===== src/rtl/esp_uart_tx_if.sv =====
// esp_uart_tx_if: CPU-side write and status bundle for the ESP32 UART transmitter
interface esp_uart_tx_if;
  logic [7:0] wr_data;
  logic       wr_en;
  logic       ovf_clr;
  logic       break_req;
  logic       fifo_full;
  logic [4:0] fifo_count;
  logic       overflow;
  logic       tx_busy;
  modport master (
    output wr_data, wr_en, ovf_clr, break_req,
    input  fifo_full, fifo_count, overflow, tx_busy
  );
  modport slave (
    input  wr_data, wr_en, ovf_clr, break_req,
    output fifo_full, fifo_count, overflow, tx_busy
  );
endinterface


===== src/rtl/esp_uart_tx.sv =====
// esp_uart_tx: 16-byte FIFO feeding an 8N1 serializer with CTS gating; define ESP_UART_TX_BREAK_EN for break/mark support
module esp_uart_tx #(
  parameter int CLKS_PER_BIT = 16
) (
  input  logic         clk,
  input  logic         reset,
  esp_uart_tx_if.slave bus,
  input  logic         esp_cts,
  output logic         esp_tx
);
  localparam logic [15:0] RELOAD = 16'(CLKS_PER_BIT - 1);
  typedef enum logic [2:0] {
    IDLE, START, DATA, STOP
`ifdef ESP_UART_TX_BREAK_EN
    , BREAK, MARK
`endif
  } state_t;
  state_t      state;
  logic [7:0]  mem [16];
  logic [3:0]  wp, rp;
  logic [4:0]  count;
  logic        ovf, cts_m, cts_s;
  logic [15:0] timer;
  logic [2:0]  bit_cnt;
  logic [7:0]  sh;
  logic        full, wr, decide, go, pop, brk;
  assign full = count[4];
  assign wr   = bus.wr_en && !full;
  assign go   = count != 5'd0 && cts_s && !brk;
  assign pop  = decide && go;
`ifdef ESP_UART_TX_BREAK_EN
  assign brk    = bus.break_req;
  assign decide = state == IDLE || (timer == 16'd0 && (state == STOP || state == MARK));
`else
  logic unused_break;
  assign unused_break = bus.break_req;
  assign brk    = 1'b0;
  assign decide = state == IDLE || (timer == 16'd0 && state == STOP);
`endif
  assign bus.fifo_full  = full;
  assign bus.fifo_count = count;
  assign bus.overflow   = ovf;
  assign bus.tx_busy    = state != IDLE || count != 5'd0;
  // two-flop synchronizer for the asynchronous CTS pin
  always_ff @(posedge clk)
    if (reset) begin
      cts_m <= 1'b0;
      cts_s <= 1'b0;
    end else begin
      cts_m <= esp_cts;
      cts_s <= cts_m;
    end
  // FIFO storage, pointers, occupancy and sticky overflow (set wins over clear)
  always_ff @(posedge clk)
    if (reset) begin
      wp    <= 4'd0;
      rp    <= 4'd0;
      count <= 5'd0;
      ovf   <= 1'b0;
    end else begin
      if (wr) begin
        mem[wp] <= bus.wr_data;
        wp      <= wp + 4'd1;
      end
      if (pop) rp <= rp + 4'd1;
      count <= count + {4'd0, wr} - {4'd0, pop};
      ovf   <= (bus.wr_en && full) || (ovf && !bus.ovf_clr);
    end
  // frame sequencer; the idle decision also runs on the last stop/mark clock so frames abut
  always_ff @(posedge clk)
    if (reset) begin
      state   <= IDLE;
      esp_tx  <= 1'b1;
      timer   <= 16'd0;
      bit_cnt <= 3'd0;
      sh      <= 8'd0;
    end else if (decide) begin
`ifdef ESP_UART_TX_BREAK_EN
      if (brk) begin
        state  <= BREAK;
        esp_tx <= 1'b0;
      end else
`endif
      if (go) begin
        state  <= START;
        esp_tx <= 1'b0;
        sh     <= mem[rp];
        timer  <= RELOAD;
      end else begin
        state  <= IDLE;
        esp_tx <= 1'b1;
      end
    end else begin
      case (state)
        START:
          if (timer != 16'd0) timer <= timer - 16'd1;
          else begin
            state   <= DATA;
            esp_tx  <= sh[0];
            sh      <= sh >> 1;
            bit_cnt <= 3'd0;
            timer   <= RELOAD;
          end
        DATA:
          if (timer != 16'd0) timer <= timer - 16'd1;
          else if (bit_cnt == 3'd7) begin
            state  <= STOP;
            esp_tx <= 1'b1;
            timer  <= RELOAD;
          end else begin
            bit_cnt <= bit_cnt + 3'd1;
            esp_tx  <= sh[0];
            sh      <= sh >> 1;
            timer   <= RELOAD;
          end
`ifdef ESP_UART_TX_BREAK_EN
        BREAK:
          if (!brk) begin
            state  <= MARK;
            esp_tx <= 1'b1;
            timer  <= RELOAD;
          end
`endif
        default: timer <= timer - 16'd1;
      endcase
    end
endmodule


===== src/flat_wrapper.sv =====
// flat-port wrapper written by rule: the top's interface ports become plain ports
module esp_uart_tx_flat 
#(
  parameter int CLKS_PER_BIT = 16
)
  (clk, reset, esp_cts, esp_tx, bus_wr_data, bus_wr_en, bus_ovf_clr, bus_break_req, bus_fifo_full, bus_fifo_count, bus_overflow, bus_tx_busy);
  esp_uart_tx_if bus_i ();
  input  logic clk;
  input  logic reset;
  input  logic esp_cts;
  output logic esp_tx;
  input wire logic [$bits(bus_i.wr_data)-1:0] bus_wr_data;
  input wire logic [$bits(bus_i.wr_en)-1:0] bus_wr_en;
  input wire logic [$bits(bus_i.ovf_clr)-1:0] bus_ovf_clr;
  input wire logic [$bits(bus_i.break_req)-1:0] bus_break_req;
  output wire logic [$bits(bus_i.fifo_full)-1:0] bus_fifo_full;
  output wire logic [$bits(bus_i.fifo_count)-1:0] bus_fifo_count;
  output wire logic [$bits(bus_i.overflow)-1:0] bus_overflow;
  output wire logic [$bits(bus_i.tx_busy)-1:0] bus_tx_busy;
  assign bus_i.wr_data = bus_wr_data;
  assign bus_i.wr_en = bus_wr_en;
  assign bus_i.ovf_clr = bus_ovf_clr;
  assign bus_i.break_req = bus_break_req;
  assign bus_fifo_full = bus_i.fifo_full;
  assign bus_fifo_count = bus_i.fifo_count;
  assign bus_overflow = bus_i.overflow;
  assign bus_tx_busy = bus_i.tx_busy;
  esp_uart_tx #(.CLKS_PER_BIT(CLKS_PER_BIT)) u_core (.clk(clk), .reset(reset), .bus(bus_i), .esp_cts(esp_cts), .esp_tx(esp_tx));
endmodule

===== config.mk =====
export PLATFORM = sky130hd
export DESIGN_NAME = esp_uart_tx_flat
export DESIGN_NICKNAME = d
export VERILOG_FILES = /design/src/rtl/esp_uart_tx_if.sv /design/src/rtl/esp_uart_tx.sv /design/src/flat_wrapper.sv
export SDC_FILE = /design/constraint.sdc
export NUM_CORES = 1
export LEC_CHECK = 0
export BUFFER_PORTS_ARGS = -buffer_cell sky130_fd_sc_hd__buf_2
export CAP_MARGIN = 20
export CELL_PAD_IN_SITES_DETAIL_PLACEMENT = 0
export CELL_PAD_IN_SITES_GLOBAL_PLACEMENT = 2
export CORE_ASPECT_RATIO = 1.4
export CORE_MARGIN = 5
export CORE_UTILIZATION = 41
export CTS_CLUSTER_SIZE = 14
export DETAILED_ROUTE_END_ITERATION = 8
export PLACE_DENSITY = 0.79
export SLEW_MARGIN = 20
export SYNTH_ARGS = -nofsm -noshare
export SYNTH_HDL_FRONTEND = slang
export SYNTH_SLANG_ARGS = --single-unit

===== constraint.sdc =====
create_clock -name clk -period 3.4 [get_ports clk]
set_clock_uncertainty 0.05 [all_clocks]
set_input_delay 0.51 -clock clk [delete_from_list [all_inputs] [get_ports clk]]
set_output_delay 0.51 -clock clk [all_outputs]
set_load 0.02 [all_outputs]

---- Word-level counts from Yosys, hierarchy flattened ----
Memory sizes are Yosys's and may differ from the RTL's. A register that Yosys moved wholly into a read port is not among the register bits.
Index checks and enable logic that the tools add are counted.
storage, ports and cells
  bits in registers ....................... 47
  RAM bits ................................ 128
  output and inout bits ................... 9
  word-level logic and storage cells ...... 85
  memories kept ........................... 1
cells by class
  add/subtract/negate cells ............... 6
  equality and inequality tests ........... 12
  muxes and demuxes ....................... 31
  bitwise logic cells ..................... 1
  reduce and logical (&&, ||, !) cells .... 23
memories
  memory      words  bits a word  rd ports  clocked after memory_dff  wr ports  line               source
  u_core.mem  16     8            1         1                         1         esp_uart_tx.sv:19  logic [7:0] mem [16];
operators by type and width
  cell                                                    count
  2-to-1 mux 16 bit                                       4
  2-to-1 mux 8 bit                                        5
  2-to-1 mux 3 bit                                        7
  zero test 16 bit                                        1
  case mux 8 bit (2 select lines)                         1
  nonzero test 16 bit                                     1
  subtractor 16 x 1 -> 16 bit (second input constant)     1
  case mux 3 bit (2 select lines)                         2
  AND reduction 5 bit                                     2
  2-to-1 mux 1 bit                                        9
  inequality test 3 x 2 -> 1 bit (second input constant)  3
  adder 4 x 1 -> 4 bit (second input constant)            2
  2-to-1 mux 4 bit                                        2
  inequality test 2 bit (second input constant)           4
  == test 3 x 2 -> 1 bit (second input constant)          2
  logical AND 1 bit                                       6
  nonzero test 3 bit                                      2
  adder 5 x 1 -> 5 bit                                    1
  nonzero test 5 bit                                      1
  subtractor 5 x 1 -> 5 bit                               1
  AND reduction 4 bit                                     1
  adder 3 x 1 -> 3 bit (second input constant)            1
  == test 3 x 1 -> 1 bit (second input constant)          1
  == test 3 bit (second input constant)                   1
  other kinds (9)                                         12

---- Depth between registers and ports, before layout ----
Gate-level depths: netlist (run 1).
  word-level depth ........................ 6
  depth in mapped cells ................... 18

---- Worst setup path after synthesis (run 1) ----
Ideal clock, no wire load.
  path kind ............................... register to register
  start point ............................. reg u_core.timer[0]
  end point ............................... reg u_core.count[4], in the netlist u_core.bus.fifo_count[4]
  arrival ................................. 3.252 ns
  required time ........................... 3.280 ns
  setup slack ............................. 0.027 ns
  cell stages (with the launch flop) ...... 19
  path buffers ............................ 2
  period minus slack after synthesis ...... 3.373 ns
  path through ............................ dfxtp_1 > inv_1 > ha_1 > nor4b_1 > and4_1 > clkbuf_1 > a21oi_1 > clkbuf_1 > nor2_1 > ha_1 > inv_1 > ha_1 > inv_1 > fa_1 > inv_1 > a21oi_1 > nor2_1 > or3_1 > a21oi_1
between the ends
  longest elaborated chain between the ends .. 5
ends and longest elaborated chain
  element                    line                source
  start: declaration         esp_uart_tx.sv:23   logic [15:0] timer;
  start signal: assignment   esp_uart_tx.sv:96   if (timer != 16'd0) timer <= timer - 16'd1;
  start signal: assignment   esp_uart_tx.sv:105  if (timer != 16'd0) timer <= timer - 16'd1;
  start signal: assignment   esp_uart_tx.sv:124  default: timer <= timer - 16'd1;
  zero test 16 bit           esp_uart_tx.sv:38   assign decide = state == IDLE || (timer == 16'd0 && state == STOP);
  logical AND 1 bit          esp_uart_tx.sv:38
  logical OR 1 bit           esp_uart_tx.sv:38
  logical AND 1 bit          esp_uart_tx.sv:30   assign pop = decide && go;
  net u_core.pop             esp_uart_tx.sv:26   logic full, wr, decide, go, pop, brk;
  subtractor 5 x 1 -> 5 bit  esp_uart_tx.sv:66   count <= count + {4'd0, wr} - {4'd0, pop};
  end signal: assignment     esp_uart_tx.sv:66
  end: declaration           esp_uart_tx.sv:21   logic [4:0] count;
The timed path passes the listed nets, and every way through them passes these cells.
A chain may end at the register's enable or synchronous reset.

---- Final worst setup path (run 1) ----
Same ends and word-level chain as after synthesis.

==> impl_metrics.tcl, run 1 <==
set metrics [dict create \
    antenna_found_initial 0 \
    cts_tree "done" \
    yosysSeqAreaShare_pct 64.3 \
    yosys-top-cells-area "edfxtp_1 (51%), dfxtp_1 (13%), mux4_2 (9.6%)" \
    core-area_um2 18100 \
    maxSlewHeadroom_pct 42.0 \
    ys_ff_latch 178 \
    gp_congestion 0.744 \
    path_class "reg -> reg" \
    root_buffer "clkbuf_16" \
    final.fill_count 1580 \
    syn2layout_area_growth_pct 14.5 \
    cts_hold_buf 0 \
    syn_area_per_cell_um2 14.4 \
    crit_family "adder cells" \
    fin_nets 596 \
    slew_viol_final 0 \
    yosysWarnings 0 \
    grt_overflow_total 0 \
    whs_ns 0.249 \
    clock_latency_ns 0.43 \
    postCtsSetupRepairBufs 0 \
    dpl.hpwl_um 10900 \
    r2r_slack_ns 0.48 \
    drt-pass1-iter-count 5 \
    layout-drive-gt1-share_pct 22.0 \
    grt_pass1_wl_um 25100 \
    viasPerCell 5.50 \
    io_pins 23 \
    period_needed_ns 2.92 \
    fp.dieW_um 125 \
    path_cells "inv_1, ha_1, nor4b_2, and4_1, a21oi_2, nor2_1, ha_1, inv_1, ha_1, inv_1, fa_1, inv_1, a21oi_1, nor2_1, or3_1, a21oi_1" \
    netlist_area_um2 7540 \
    layout_common_cells "edfxtp_1 (128), dfxtp_1 (49), nor2_1 (38)" \
    required_ns 3.72 \
    die_height_um 170 \
    cts.sinks 178 \
    cts_made_buffers 17 \
    syn-num-nets 556 \
    syn_inst 523 \
    synth_top_area_share_pct 51.0 \
    cp-start-kind "flip-flop" \
    wl_per_cell_um 19.0 \
    synth_top_area_cell "edfxtp_1" \
    grt_max_degree 36 \
    fmax_mhz 342 \
    routed_wl_um 15500 \
    finalCritPeriodShare_pct 85.9 \
    status "completed" \
    drv_cap 0 \
    start_util_pct 41.7 \
    arrival_ns 3.24 \
    slowest_stage "dfxtp_1" \
    die_area_um2 21200 \
    vdd_drop_max_v 0.000328 \
    clockBufferDepth 2 \
    setup_viol 0 \
    final_common_cell "edfxtp_1" \
    path_max_fanout 5 \
    tns_ns 0 \
    grt_pass1_vias 4667 \
    ant_nets 0 \
    path_clk_slew_ns 0.07 \
    slowest_delay_ns 0.40 \
    max_slew.worst_pin.slew_ns 0.864 \
    cpMostUsedCell "inv_1" \
    drt-initial-drc-count 283 \
    rsz0062_at_grt "no" \
    port_buffers 21 \
    synth_cell_types 59 \
    synthFlopType "edfxtp_1" \
    grt.total_usage_pct 15.4 \
    antennaDiodeCount 0 \
    synthArstFlopShare_pct 0 \
    worst-path-buf-inv 4 \
    hp-class "in -> reg" \
    synth-edff-count 128 \
    p_per_area_nw_per_um2 621 \
    worst_setup_path_end_kind "flip-flop" \
    drcViolationCount 0 \
    via_count 4491 \
    htreeDepth 4 \
    rows 58 \
    hold_viol_final 0 \
    p_leak_nw 2.95 \
]
==> routing by layer <==
layer | track usage [%] | up-vias | wire length (µm)
met1 | 17.0 | 2251 | 6110
met2 | 29.4 | 89 | 8700
met4 | 5.58 | 0 | 262
met5 | 0 | - | 0
met3 | 2.89 | 23 | 415
li1 | - | 2128 | -
==> power by group <==
| group | leakage (nW) | switching (W) | internal (W) |
|---|---|---|---|
| sequential | 1.56 | 0.000102 | 0.00242 |
| clock | 0.280 | 0.000896 | 0.000972 |
| combinational | 1.11 | 0.000549 | 0.000416 |
==> layout make-up <==
type / count / area, µm² / area share (%)
sequential: 178 / 4850 / 56.1
multi-input combinational: 300 / 2520 / 29.2
clock buffer: 17 / 425 / 4.93
timing repair buffer: 49 / 328 / 3.80
tap: 240 / 300 / 3.48
clock inverter: 15 / 145 / 1.68
inverter: 17 / 63.8 / 0.739
==> repair_timing <==
action,CTS,global route
endpoints found under the hold margin,0,0
setup endpoints to repair,0,1
resized for setup,0,1
==> final timing paths <==
check	endpoint	from	depth (start not counted)
max	u_core.bus.fifo_count[4]$_SDFF_PP0_	u_core.timer[0]$_SDFFE_PP0P_	16
min	u_core.cts_m$_SDFF_PP0_	esp_cts	2
max reg2reg	u_core.bus.fifo_count[4]$_SDFF_PP0_	u_core.timer[0]$_SDFFE_PP0P_	16
min reg2reg	u_core.cts_s$_SDFF_PP0_	u_core.cts_m$_SDFF_PP0_	1
==> registers in the layout (all words and copies together), names as in the netlist, named ones only <==
signal and count:
u_core.wp 4, u_core.cts_m 1, u_core.state 2, u_core.esp_tx 1
u_core.timer 16, u_core.bit_cnt 3, u_core.rp 4, u_core.mem 128
u_core.bus.fifo_count 5, u_core.cts_s 1, u_core.sh 8, u_core.bus.overflow 1
==> stage by stage <==
step | cell area, µm² | cells | setup slack [ns] | power, W | utilization, %
6_report | 8630 | 816 | 0.479 | 0.00536 | 47.8
5_1_grt | 8630 | 816 | 0.192 | 0.00566 | 47.8
4_1_cts | 8630 | 816 | 0.349 | 0.00543 | 47.7
3_5_place_dp | 8060 | 784 | 0.351 | 0.00355 | 44.6
3_3_place_gp | 8060 | 784 | 0.371 | 0.00352 | 44.6
2_1_floorplan | 7540 | 523 | 0.0275 | 0.00327 | -
==> Yosys cell counts, types with 11 or more instances <==
cell      count
ha_1         18
mux4_2       32
nor3_1       14
a21oi_1      21
nand3_1      11
clkbuf_1     19
o21ai_0      16
dfxtp_1      50
edfxtp_1    128
nand2_1      20
inv_1        17
nor2_1       38
==> logic make-up after synthesis <==
logic type	after synthesis	synth area share [%]
flops	178	64.3
buf+inv	45	2.39
compound gates	99	9.24
mux	40	10.7
xor+xnor	6	0.697
simple gates	136	9.51
fa+ha+maj	19	3.25
Power figures use the tool's default switching activity.
==> inputs of run 2 (changes only) <==
--- a/config.mk
+++ b/config.mk
@@ -15,6 +15,7 @@
 export CTS_CLUSTER_SIZE = 14
 export DETAILED_ROUTE_END_ITERATION = 8
 export PLACE_DENSITY = 0.79
+export REMOVE_ABC_BUFFERS = 1
 export SLEW_MARGIN = 20
 export SYNTH_ARGS = -nofsm -noshare
 export SYNTH_HDL_FRONTEND = slang
==> run 2 against run 1 <==
  * Die area did not move
  * Core utilization fell by 0.12 points
  * Clock-buffer cell count did not move
  * Flip-flop and latch count did not move
  * Clock power barely moved
  * Critical path depth did not move
  * Sequential share of layout area rose by 0.15 points
  * Via count fell by 0.80%
  * Sequential power barely moved
  * Worst setup slack got worse by 0.12 ns
  * Critical endpoint unchanged
==> impl_metrics.tcl, run 2 (same netlist as run 1, synthesis figures left out) <==
set metrics [dict create \
    path_cells "inv_1, ha_1, nor4b_2, and4_1, a21oi_2, nor2_1, ha_1, inv_1, ha_1, inv_1, fa_1, inv_1, a21oi_1, nor2_1, or3_1, a21oi_1" \
    via_count 4455 \
    ant_nets 0 \
    layout_common_cells "edfxtp_1 (128), dfxtp_1 (49), nor2_1 (38)" \
    p_leak_nw 2.94 \
    fmax_mhz 329 \
    io_pins 23 \
    crit_family "adder cells" \
    finalCritPeriodShare_pct 89.4 \
    final_util_pct 47.7 \
    cts_tree "done" \
    vdd_drop_max_v 0.000356 \
    cp-start-kind "flip-flop" \
    layout-drive-gt1-share_pct 21.8 \
    hold_viol_final 0 \
    drt-initial-drc-count 291 \
    holdPathEnd "u_core.cts_m$_SDFF_PP0_" \
    htreeDepth 4 \
    rows 58 \
    layout_setup_ws_ns 0.360 \
    dp_slack_ns 0.210 \
    hp-class "in -> reg" \
    drt-pass1-iter-count 4 \
    slew_viol_final 0 \
    antenna_found_initial 0 \
    start_util_pct 41.7 \
    dpl.hpwl_um 10500 \
    r2r_slack_ns 0.36 \
    antennaDiodeCount 0 \
    die_area_um2 21200 \
    cts.sinks 178 \
    clockBufferDepth 2 \
    viasPerCell 5.48 \
    fp.dieW_um 125 \
    status "completed" \
    final_common_cell "edfxtp_1" \
    cpMostUsedCell "inv_1" \
    gp_congestion 0.789 \
    min-delay-start "esp_cts" \
    whs_ns 0.239 \
    grt_overflow_total 0 \
    setup_viol 0 \
    reg2reg_to "u_core.bus.fifo_count[4]$_SDFF_PP0_" \
    top_register "u_core.mem" \
    slowest_stage "fa_1" \
    arrival_ns 3.29 \
    fin_nets 593 \
    worst_setup_path_end_kind "flip-flop" \
    worstReg2RegStart "u_core.timer[0]$_SDFFE_PP0P_" \
    grt_pass1_wl_um 25500 \
    die_height_um 170 \
    r2r_cells 16 \
    reg_top3 "u_core.mem x128, u_core.timer x16, u_core.sh x8" \
    final.fill_count 1560 \
    grt_max_degree 47 \
    maxSlewHeadroom_pct 45.8 \
    grt_pass1_vias 4566 \
    syn2layout_area_growth_pct 14.2 \
    drcViolationCount 0 \
    path_class "reg -> reg" \
    min_path_cells 2 \
    root_buffer "clkbuf_16" \
    routed_wl_um 15600 \
    required_ns 3.65 \
    path_clk_slew_ns 0.07 \
    p_per_area_nw_per_um2 625 \
    drv_cap 0 \
    clock_latency_ns 0.43 \
    fin_area_um2 8610 \
    path_max_fanout 5 \
    core-area_um2 18100 \
    largest_reg_flops 128 \
    rsz0062_at_grt "no" \
    worst-path-buf-inv 4 \
    max_slew.worst_pin.slew_ns 0.808 \
    place_area_um2 8030 \
    period_needed_ns 3.04 \
    grt.total_usage_pct 15.6 \
    slowest_delay_ns 0.39 \
    port_buffers 21 \
    cts_made_buffers 17 \
    wl_per_cell_um 19.2 \
]
==> run 2: area by class of cell <==
| cell class | count | area [µm²] | share of cell area, % |
|---|---|---|---|
| Timing Repair Buffer | 46 | 305 | 3.55 |
| Inverter | 17 | 63.8 | 0.741 |
| Sequential cell | 178 | 4850 | 56.3 |
| Multi-Input combinational cell | 300 | 2520 | 29.3 |
| Clock buffer | 17 | 425 | 4.94 |
| Tap cell | 240 | 300 | 3.49 |
| Clock inverter | 15 | 145 | 1.69 |
==> run 2: routing by layer <==
metal	global-route usage, %	part of all wire, %	up-vias
met1	18.4	40	2247
met2	28.1	54	67
met4	6.20	2.3	0
met3	2.95	2.8	24
li1	-	-	2117
met5	0	0	-
==> run 2: per-stage QoR <==
step	power [W]	cells	setup TNS [ns]
after detailed placement	0.00356	781	0
after CTS	0.00544	813	0
final	0.00538	813	0
after global routing	0.00568	813	0
after global placement	0.00352	781	0
after floorplan	0.00322	495	-0.747
==> run 2: power by group <==
part           total (W)  leakage, nW  switching [W]  internal, W
combinational   0.000990         1.09       0.000570     0.000420
clock            0.00187        0.284       0.000899     0.000975
sequential       0.00252         1.56      0.0000946      0.00242
==> run 2: worst max path at each step <==
stage                                            start                                   to  cells past startpoint
final                     u_core.timer[0]$_SDFFE_PP0P_  u_core.bus.fifo_count[4]$_SDFF_PP0_                     16
after floorplan           u_core.timer[0]$_SDFFE_PP0P_  u_core.bus.fifo_count[4]$_SDFF_PP0_                     16
after global routing      u_core.timer[0]$_SDFFE_PP0P_  u_core.bus.fifo_count[4]$_SDFF_PP0_                     16
after detailed placement  u_core.timer[0]$_SDFFE_PP0P_  u_core.bus.fifo_count[4]$_SDFF_PP0_                     16
after global placement    u_core.timer[0]$_SDFFE_PP0P_  u_core.bus.fifo_count[4]$_SDFF_PP0_                     16
after CTS                 u_core.timer[0]$_SDFFE_PP0P_  u_core.bus.fifo_count[4]$_SDFF_PP0_                     16
==> run 2: what timing repair did <==
item | 4_1_cts | 5_1_grt
resized for setup | 0 | 1
buffers inserted | 0 | 0
hold endpoints to repair | 0 | 0
endpoints found under the setup margin | 0 | 1
hold buffers | 0 | 0
==> run 2: worst reg2reg max path, stage by stage (launching register included) <==
cell and delay, ns:
dfxtp_1 0.35, inv_1 0.07, ha_1 0.21, nor4b_2 0.29, and4_1 0.28, a21oi_2 0.09, nor2_1 0.20, ha_1 0.27
inv_1 0.06, ha_1 0.15, inv_1 0.05, fa_1 0.39, inv_1 0.07, a21oi_1 0.05, nor2_1 0.12, or3_1 0.13
a21oi_1 0.06
